**config.mk**
```make
export PLATFORM = sky130hd
export DESIGN_NAME = aes_mixcolumn_serial
export DESIGN_NICKNAME = d
export VERILOG_FILES = /design/src/rtl/aes_pkg.sv /design/src/rtl/aes_mixcolumn_lane.sv /design/src/rtl/aes_mixcolumn_serial.sv
export SDC_FILE = /design/constraint.sdc
export NUM_CORES = 1
export LEC_CHECK = 0
export BUFFER_PORTS_ARGS = -buffer_cell sky130_fd_sc_hd__buf_4
export CAP_MARGIN = 5
export CELL_PAD_IN_SITES_DETAIL_PLACEMENT = 2
export CELL_PAD_IN_SITES_GLOBAL_PLACEMENT = 2
export CORE_UTILIZATION = 32
export CTS_CLUSTER_SIZE = 16
export DETAILED_ROUTE_END_ITERATION = 7
export HOLD_SLACK_MARGIN = 0.15
export PLACE_DENSITY_LB_ADDON = 0.1
export SKIP_CTS_REPAIR_TIMING = 1
export SLEW_MARGIN = 20
export SYNTH_ARGS = -nofsm -noshare
export SYNTH_HDL_FRONTEND = slang
export SYNTH_HIERARCHICAL = 1
export SYNTH_SLANG_ARGS = --single-unit
```
**constraint.sdc**
```tcl
create_clock -name g_clk -period 5.6 [get_ports g_clk]
set_input_delay 0.56 -clock g_clk [delete_from_list [all_inputs] [get_ports g_clk]]
set_output_delay 0.56 -clock g_clk [all_outputs]
set_load 0.005 [all_outputs]
```
**src/rtl/aes_pkg.sv**
```systemverilog
// Shared AES GF(2^8) helpers, MixColumns coefficients and the serial engine's state encoding.
package aes_pkg;

   // Coefficient j multiplies row (r+j) mod 4 of the column
   localparam logic [3:0][3:0] FWD_COEF = {4'h1, 4'h1, 4'h3, 4'h2};
   localparam logic [3:0][3:0] INV_COEF = {4'h9, 4'hd, 4'hb, 4'he};

   typedef enum logic [1:0] {
      ST_IDLE = 2'd0,
      ST_RUN  = 2'd1,
      ST_DONE = 2'd2
   } mc_state_t;

   function automatic logic [7:0] xt2(input logic [7:0] b);
      return {b[6:0], 1'b0} ^ (b[7] ? 8'h1b : 8'h00);
   endfunction

   function automatic logic [7:0] gf_mul4(input logic [7:0] b, input logic [3:0] c);
      logic [7:0] acc;
      logic [7:0] p;
      acc = 8'h00;
      p   = b;
      for (int i = 0; i < 4; i++) begin
         if (c[i]) acc = acc ^ p;
         p = xt2(p);
      end
      return acc;
   endfunction

endpackage

```
**src/rtl/aes_mixcolumn_lane.sv**
```systemverilog
// One output byte of (Inv)MixColumns: selected row of a 32-bit column.
module aes_mixcolumn_lane
   import aes_pkg::*;
(
   input  logic [31:0] column,
   input  logic [1:0]  row,
   input  logic        dec,
   output logic [7:0]  byte_out
);

   logic [3:0][7:0] col_b;
   logic [3:0][3:0] coef;

   assign col_b = column;
   assign coef  = dec ? INV_COEF : FWD_COEF;

   always_comb begin
      logic [1:0] rj;
      byte_out = 8'h00;
      for (int j = 0; j < 4; j++) begin
         rj       = row + 2'(j);
         byte_out = byte_out ^ gf_mul4(col_b[rj], coef[j]);
      end
   end

endmodule

```
**src/rtl/aes_mixcolumn_serial.sv**
```systemverilog
// Iterative MixColumns/InvMixColumns over a 128-bit state, LANES output bytes per cycle.
module aes_mixcolumn_serial
   import aes_pkg::*;
#(
   parameter int LANES = 1
) (
   input  logic         g_clk,
   input  logic         g_rst,
   input  logic         in_valid,
   output logic         in_ready,
   input  logic         in_dec,
   input  logic [127:0] in_state,
   output logic         out_valid,
   input  logic         out_ready,
   output logic [127:0] out_state,
   output logic         busy
);

   localparam int N  = 16 / LANES;
   localparam int CW = (N > 1) ? $clog2(N) : 1;

   mc_state_t         state;
   logic [CW-1:0]     cnt;
   logic [3:0][31:0]  in_q;
   logic              dec_q;
   logic [15:0][7:0]  out_q;

   logic [LANES-1:0][3:0] lane_k;
   logic [LANES-1:0][7:0] lane_b;

   generate
      for (genvar g = 0; g < LANES; g++) begin : g_lane
         assign lane_k[g] = 4'(int'(cnt) * LANES + g);
         aes_mixcolumn_lane u_lane (
            .column   (in_q[lane_k[g][3:2]]),
            .row      (lane_k[g][1:0]),
            .dec      (dec_q),
            .byte_out (lane_b[g])
         );
      end
   endgenerate

   // in_q is frozen through RUN so every byte sees the original columns
   always_ff @(posedge g_clk) begin
      if (g_rst) begin
         state <= ST_IDLE;
         cnt   <= '0;
         in_q  <= '0;
         dec_q <= 1'b0;
         out_q <= '0;
      end else begin
         case (state)
            ST_IDLE: if (in_valid) begin
               in_q  <= in_state;
               dec_q <= in_dec;
               cnt   <= '0;
               state <= ST_RUN;
            end
            ST_RUN: begin
               for (int l = 0; l < LANES; l++) out_q[lane_k[l]] <= lane_b[l];
               if (cnt == CW'(N - 1)) begin
                  cnt   <= '0;
                  state <= ST_DONE;
               end else begin
                  cnt <= cnt + 1'b1;
               end
            end
            ST_DONE: if (out_ready) state <= ST_IDLE;
            default: state <= ST_IDLE;
         endcase
      end
   end

   assign in_ready  = (state == ST_IDLE) && !g_rst;
   assign out_valid = (state == ST_DONE);
   assign busy      = (state != ST_IDLE);
   assign out_state = out_q;

endmodule

```
==> flow_summary.json, run 1 <==
{
  "reg2reg_slack_ns": 0.95,
  "crit_start": "cnt[3]",
  "cts-root-buf": "clkbuf_16",
  "drive_gt1_share_pct": 25.6,
  "clkPwrFrac_pct": 41.5,
  "endpoint_kind": "flop",
  "postSynth.asyncResetShare_pct": 0,
  "drt-initial-drc-count": 490,
  "r2r-start": "cnt[3]",
  "yosysSeqAreaShare_pct": 41.1,
  "vias_per_cell": 5.33,
  "synth.distinct_cells": 59,
  "coreArea_um2": 39100,
  "std_cell_rows": 72,
  "syn_area_um2": 12800,
  "start_kind": "flop",
  "clk_latency_ns": 0.52,
  "worstPathRequired_ns": 6.03,
  "powerDensity_nw_per_um2": 334,
  "diodes": 0,
  "start_util_pct": 32.8,
  "synth_area_per_cell_um2": 8.47,
  "num_io_pins": 264,
  "relSlewSlack_pct": 30.2,
  "area_growth_pct": 25.5,
  "max-cap-violations": 0,
  "cts.sinks": 263,
  "grt_pass1_wl_um": 76200,
  "swShare_pct": 30.6,
  "p_int_mw": 3.72,
  "ys_seq_elements": 263,
  "cp.arrival_ns": 5.08,
  "finish.utilization_pct": 41.1,
  "routedWlPerCell_um": 22.3,
  "grt_overflow": 0,
  "synth_nets": 1650,
  "ctsHtreeMaxLevel": 2,
  "cts_buffer_depth": 3,
  "clk_pin_slew_ns": 0.06,
  "dp_hpwl_um": 32900,
  "status": "complete, no violations",
  "fmax_ghz": 0.215,
  "seqPwrFrac_pct": 37.1,
  "placed_area_um2": 14900,
  "cts_made_buffers": 34,
  "fin_tns_setup_ns": 0,
  "first_global_vias": 12800,
  "synth-edff-count": 0,
  "ys.flop_type": "dfxtp_1",
  "antenna_found_initial": 1,
  "worstPathMaxFanout": 20,
  "fin_crit_ns": 4.65,
  "hold_path_class": "in2reg",
  "dr.pass1.iters": 4,
  "highest_layer": "met5",
  "power_frac_comb_pct": 21.4,
  "finalCritPeriodShare_pct": 83.0,
  "clock_skew_ns": 0.0171,
  "dieWidth_um": 202,
  "tightestPinTransition_ns": 1.05,
  "worst_hold_startpoint": "in_state[36]",
  "grt_max_degree": 159,
  "ant_nets": 0,
  "place.gp.congestion": 0.813,
  "numPortBuffers": 263,
  "cts_tree": "yes",
  "setup_violations": 0,
  "power_leakage_nw": 6.06,
  "rsz0062_at_grt": "no",
  "grt_use_total_pct": 24.0,
  "netlist_instances": 1513,
  "dr_wl_met3_um": 1990,
  "criticalPathCategory": "reg2reg",
  "nets": 1808,
  "slew_violations": 0,
  "finalHoldViolations": 0,
  "p_switching_mw": 1.65,
  "vias": 11800,
  "yosys_warnings": 6,
  "drt-met1-wl_um": 23600,
  "drc_errors": 0,
  "route.met2.wl_um": 22800,
  "fin_area_um2": 16100,
  "fp.dieH_um": 202,
  "die_area_um2": 40900,
  "drt-total-wl_um": 49500,
  "vdd_ir_drop_max_v": 0.000167
}
[cell usage in the layout (no fill, tap or decap), types with 3 or more instances in the layout]
master	count
clkbuf_8	7
nand2_1	275
ha_1	4
xnor2_2	13
nor2b_1	9
nor3_1	4
buf_4	291
mux4_2	46
nand3b_1	3
xnor2_1	55
dfxtp_1	259
clkbuf_16	35
nor2_1	11
mux2_2	6
or3b_1	3
mux2i_1	16
o21ai_0	77
clkinv_2	6
a31oi_1	3
nand3_1	131
inv_1	12
o21ai_1	58
a21oi_1	266
a22oi_1	5
bufinv_16	3
dfxtp_2	4
a21oi_2	3
a221oi_1	8
xor2_1	31
clkbuf_1	8
[power by group through the flow]
stage               logic (mW)  clock network [mW]  registers, mW
finish                    1.15                2.23           1.99
CTS                       1.16                2.29           1.99
global placement          1.12                   0           2.03
global route              1.23                2.36           2.00
floorplan                0.717                   0           2.01
detailed placement        1.15                   0           2.03
[sequential cells by signal, summed over array words and instances (netlist names)]
name	cells
in_q	128
cnt	4
out_state	128
state	2
dec_q	1
[worst max-delay path: stages, from the launching register on]
cell,delay (ns)
dfxtp_2,0.78
buf_4,0.42
mux4_2,0.67
mux4_2,0.59
xor2_1,0.20
xnor2_1,0.31
xnor2_1,0.15
xnor3_1,0.22
nand2_1,0.09
xnor2_2,0.77
nand3_1,0.18
a21oi_1,0.17
[cells by family after synthesis]
logic type / Yosys count / share of synthesized area, %
AOI/OAI and AO/OA: 437 / 18.1
xor gates and xnor gates: 102 / 7.54
adders and majority gates: 4 / 0.391
buffers and inverters: 185 / 6.87
DFF: 263 / 41.1
muxes: 70 / 10.2
and+or+nand+nor: 452 / 15.8
[layout make-up]
class	instances	area, um2
Clock buffer	49	988
Fill cell	4400	23000
Multi-Input combinational cell	1065	6740
Timing Repair Buffer	294	2240
Inverter	13	48.8
Clock inverter	12	146
Tap cell	518	648
Sequential cell	263	5270
[path summary, 6_finish.rpt]
| path | depth (start not counted) | endpoint |
|---|---|---|
| max | 11 | out_state[75] |
| min | 3 | in_q[36] |
| max reg2reg | 11 | out_state[75] |
| min reg2reg | 2 | in_q[107] |
[cells in the mapped netlist, drive strengths merged (5+ instances only)]
cell	number	area (um2)
a21oi	269	1360
a221oi	9	85.1
a22oi	5	37.5
buf	83	498
clkbuf	89	334
dfxtp	263	5270
inv	13	48.8
mux2	6	67.6
mux2i	18	205
mux4	46	1040
nand2	275	1030
nand3	131	656
nor2	11	41.3
nor2b	9	56.3
o21ai	138	709
xnor2	68	633
xor2	32	288
[routing by layer]
metal	vias to the layer above	track usage, %
met5	-	0
met3	69	4.10
met1	5993	33.2
li1	5532	-
met4	2	6.10
met2	201	38.5
[per-stage QoR]
| step | power, mW | worst slack [ns] | cells | hold slack [ns] |
|---|---|---|---|---|
| after floorplan | 2.72 | 1.71 | 1513 | 0.433 |
| after global placement | 3.15 | 1.09 | 2152 | 0.440 |
| after detailed placement | 3.18 | 0.899 | 2152 | 0.448 |
| after CTS | 5.44 | 0.871 | 2213 | 0.268 |
| after global routing | 5.60 | 0.572 | 2214 | 0.277 |
| final | 5.37 | 0.950 | 2214 | 0.286 |
Note: power is estimated with default switching activity, not from simulation.
==> run 2: changes to the inputs <==
CORE_UTILIZATION = 29   (was 32)
clock period = 3.9 ns   (was 5.6 ns; I/O delays follow)
==> flow_summary.json, run 2 (synthesis results as in run 1) <==
{
  "status": "complete, no violations",
  "num-fill-cells": 4765,
  "worstPathMaxFanout": 16,
  "hold_path_class": "in2reg",
  "grt_overflow": 0,
  "cp.arrival_ns": 4.21,
  "finalCritPeriodShare_pct": 95.2,
  "tightestPinTransition_ns": 0.929,
  "start_util_pct": 29.6,
  "fp.dieH_um": 212,
  "start_kind": "flop",
  "instances_no_fill": 2416,
  "numPortBuffers": 263,
  "drt-total-wl_um": 54400,
  "grt_use_total_pct": 22.0,
  "std_cell_rows": 76,
  "antenna_found_initial": 3,
  "vias": 12400,
  "clk_pin_slew_ns": 0.06,
  "die_area_um2": 45000,
  "endpoint_kind": "flop",
  "ctsHtreeMaxLevel": 1,
  "vias_per_cell": 5.14,
  "coreArea_um2": 43400,
  "power_leakage_nw": 6.68,
  "dieWidth_um": 212,
  "cts_made_buffers": 31,
  "cts_tree": "yes",
  "finalHoldViolations": 0,
  "area_growth_pct": 37.7,
  "cts_buffer_depth": 3,
  "grt_max_degree": 117,
  "drt-initial-drc-count": 619,
  "fin_crit_ns": 3.71,
  "grt_pass1_wl_um": 76100,
  "powerDensity_nw_per_um2": 445,
  "criticalPathCategory": "reg2reg",
  "clock_skew_ns": 0.0140,
  "mostFrequentLayoutCells": "buf_4 (293), nand2_1 (275), a21oi_1 (266), dfxtp_1 (259), nand3_1 (131)",
  "place.gp.congestion": 0.794,
  "final_common_cell": "buf_4",
  "dp_hpwl_um": 34200,
  "cts.sinks": 263,
  "drc_errors": 0,
  "relSlewSlack_pct": 37.9,
  "nets": 1946,
  "rsz0062_at_grt": "no",
  "setup_violations": 0,
  "ant_nets": 0,
  "worstPathRequired_ns": 4.39,
  "cts-root-buf": "clkbuf_16",
  "drive_gt1_share_pct": 24.3,
  "first_global_vias": 12300,
  "num_io_pins": 264,
  "dr.pass1.iters": 5,
  "clk_latency_ns": 0.58,
  "vdd_ir_drop_max_v": 0.000322,
  "dp.cells": 2233,
  "slew_violations": 0,
  "fin_tns_setup_ns": 0,
  "routedWlPerCell_um": 22.5,
  "max-cap-violations": 0,
  "fmax_ghz": 0.269
}
-- run 2: changes by cell type in the layout (fill, tap and decap cells not counted), moves of 2 or more --
cell           before  now
xnor2_2            13   15
clkbuf_8            7   10
buf_4             291  293
clkbuf_16          35   31
dlygate4sd3_1       0  127
xnor2_1            55   53
clkinv_2            6    1
buf_12              2   14
-- run 2: path summary, 6_finish.rpt --
path / startpoint / end / slack [ns] / cells after the start
setup / recovery: cnt[3] / out_state[49] / 0.19 / 13
hold / removal: in_state[58] / in_q[58] / 0.16 / 3
hold reg to reg: in_q[9] / in_q[9] / 0.45 / 2
setup reg to reg: cnt[3] / out_state[49] / 0.19 / 13
-- run 2: metrics by stage --
step	util [%]	hold slack [ns]	worst slack [ns]	power (mW)	area, um2
floorplan	-	0.433	0.00501	3.91	12800
global placement	35.2	0.439	0.177	4.67	15300
detailed placement	35.2	0.448	0.0639	4.71	15300
CTS	37.7	0.0253	0.0510	7.81	16300
global route	40.7	0.144	0.0125	8.17	17600
finish	40.7	0.156	0.187	7.84	17600
-- run 2: layout make-up --
class                      instances  area, um2  share of cell area [%]
clock inverter                     6        134                   0.759
antenna                            1       2.50                  0.0142
sequential                       263       5270                    29.9
multi-input combinational       1065       6760                    38.3
timing repair buffer             435       3760                    21.3
clock buffer                      48        930                    5.27
inverter                          13       48.8                   0.277
tap                              585        732                    4.15
-- run 2: power breakdown --
group / total, mW / leakage [nW] / internal [mW] / switching (mW)
logic: 1.91 / 4.02 / 0.804 / 1.11
registers: 2.86 / 2.14 / 2.79 / 0.0707
clock network: 3.07 / 0.521 / 1.88 / 1.19
-- run 2: routing by layer --
layer  routed length (um)  global-route usage [%]  vias up
li1                     -                       -     5801
met1                24900                    30.9     6326
met2                26500                    35.8      238
met3                 2020                    3.32       55
met4                  952                    4.04        2
met5                   13                       0        -
-- run 2: critical path, stage by stage (launching register included) --
cell     delay, ns
dfxtp_2       0.44
buf_12        0.21
mux4_2        0.64
xnor2_1       0.20
nor2_1        0.06
a21oi_1       0.34
xnor3_1       0.52
xnor2_2       0.18
xnor2_1       0.21
a21oi_2       0.10
xnor2_2       0.22
buf_12        0.19
nand3_1       0.10
a21oi_1       0.20
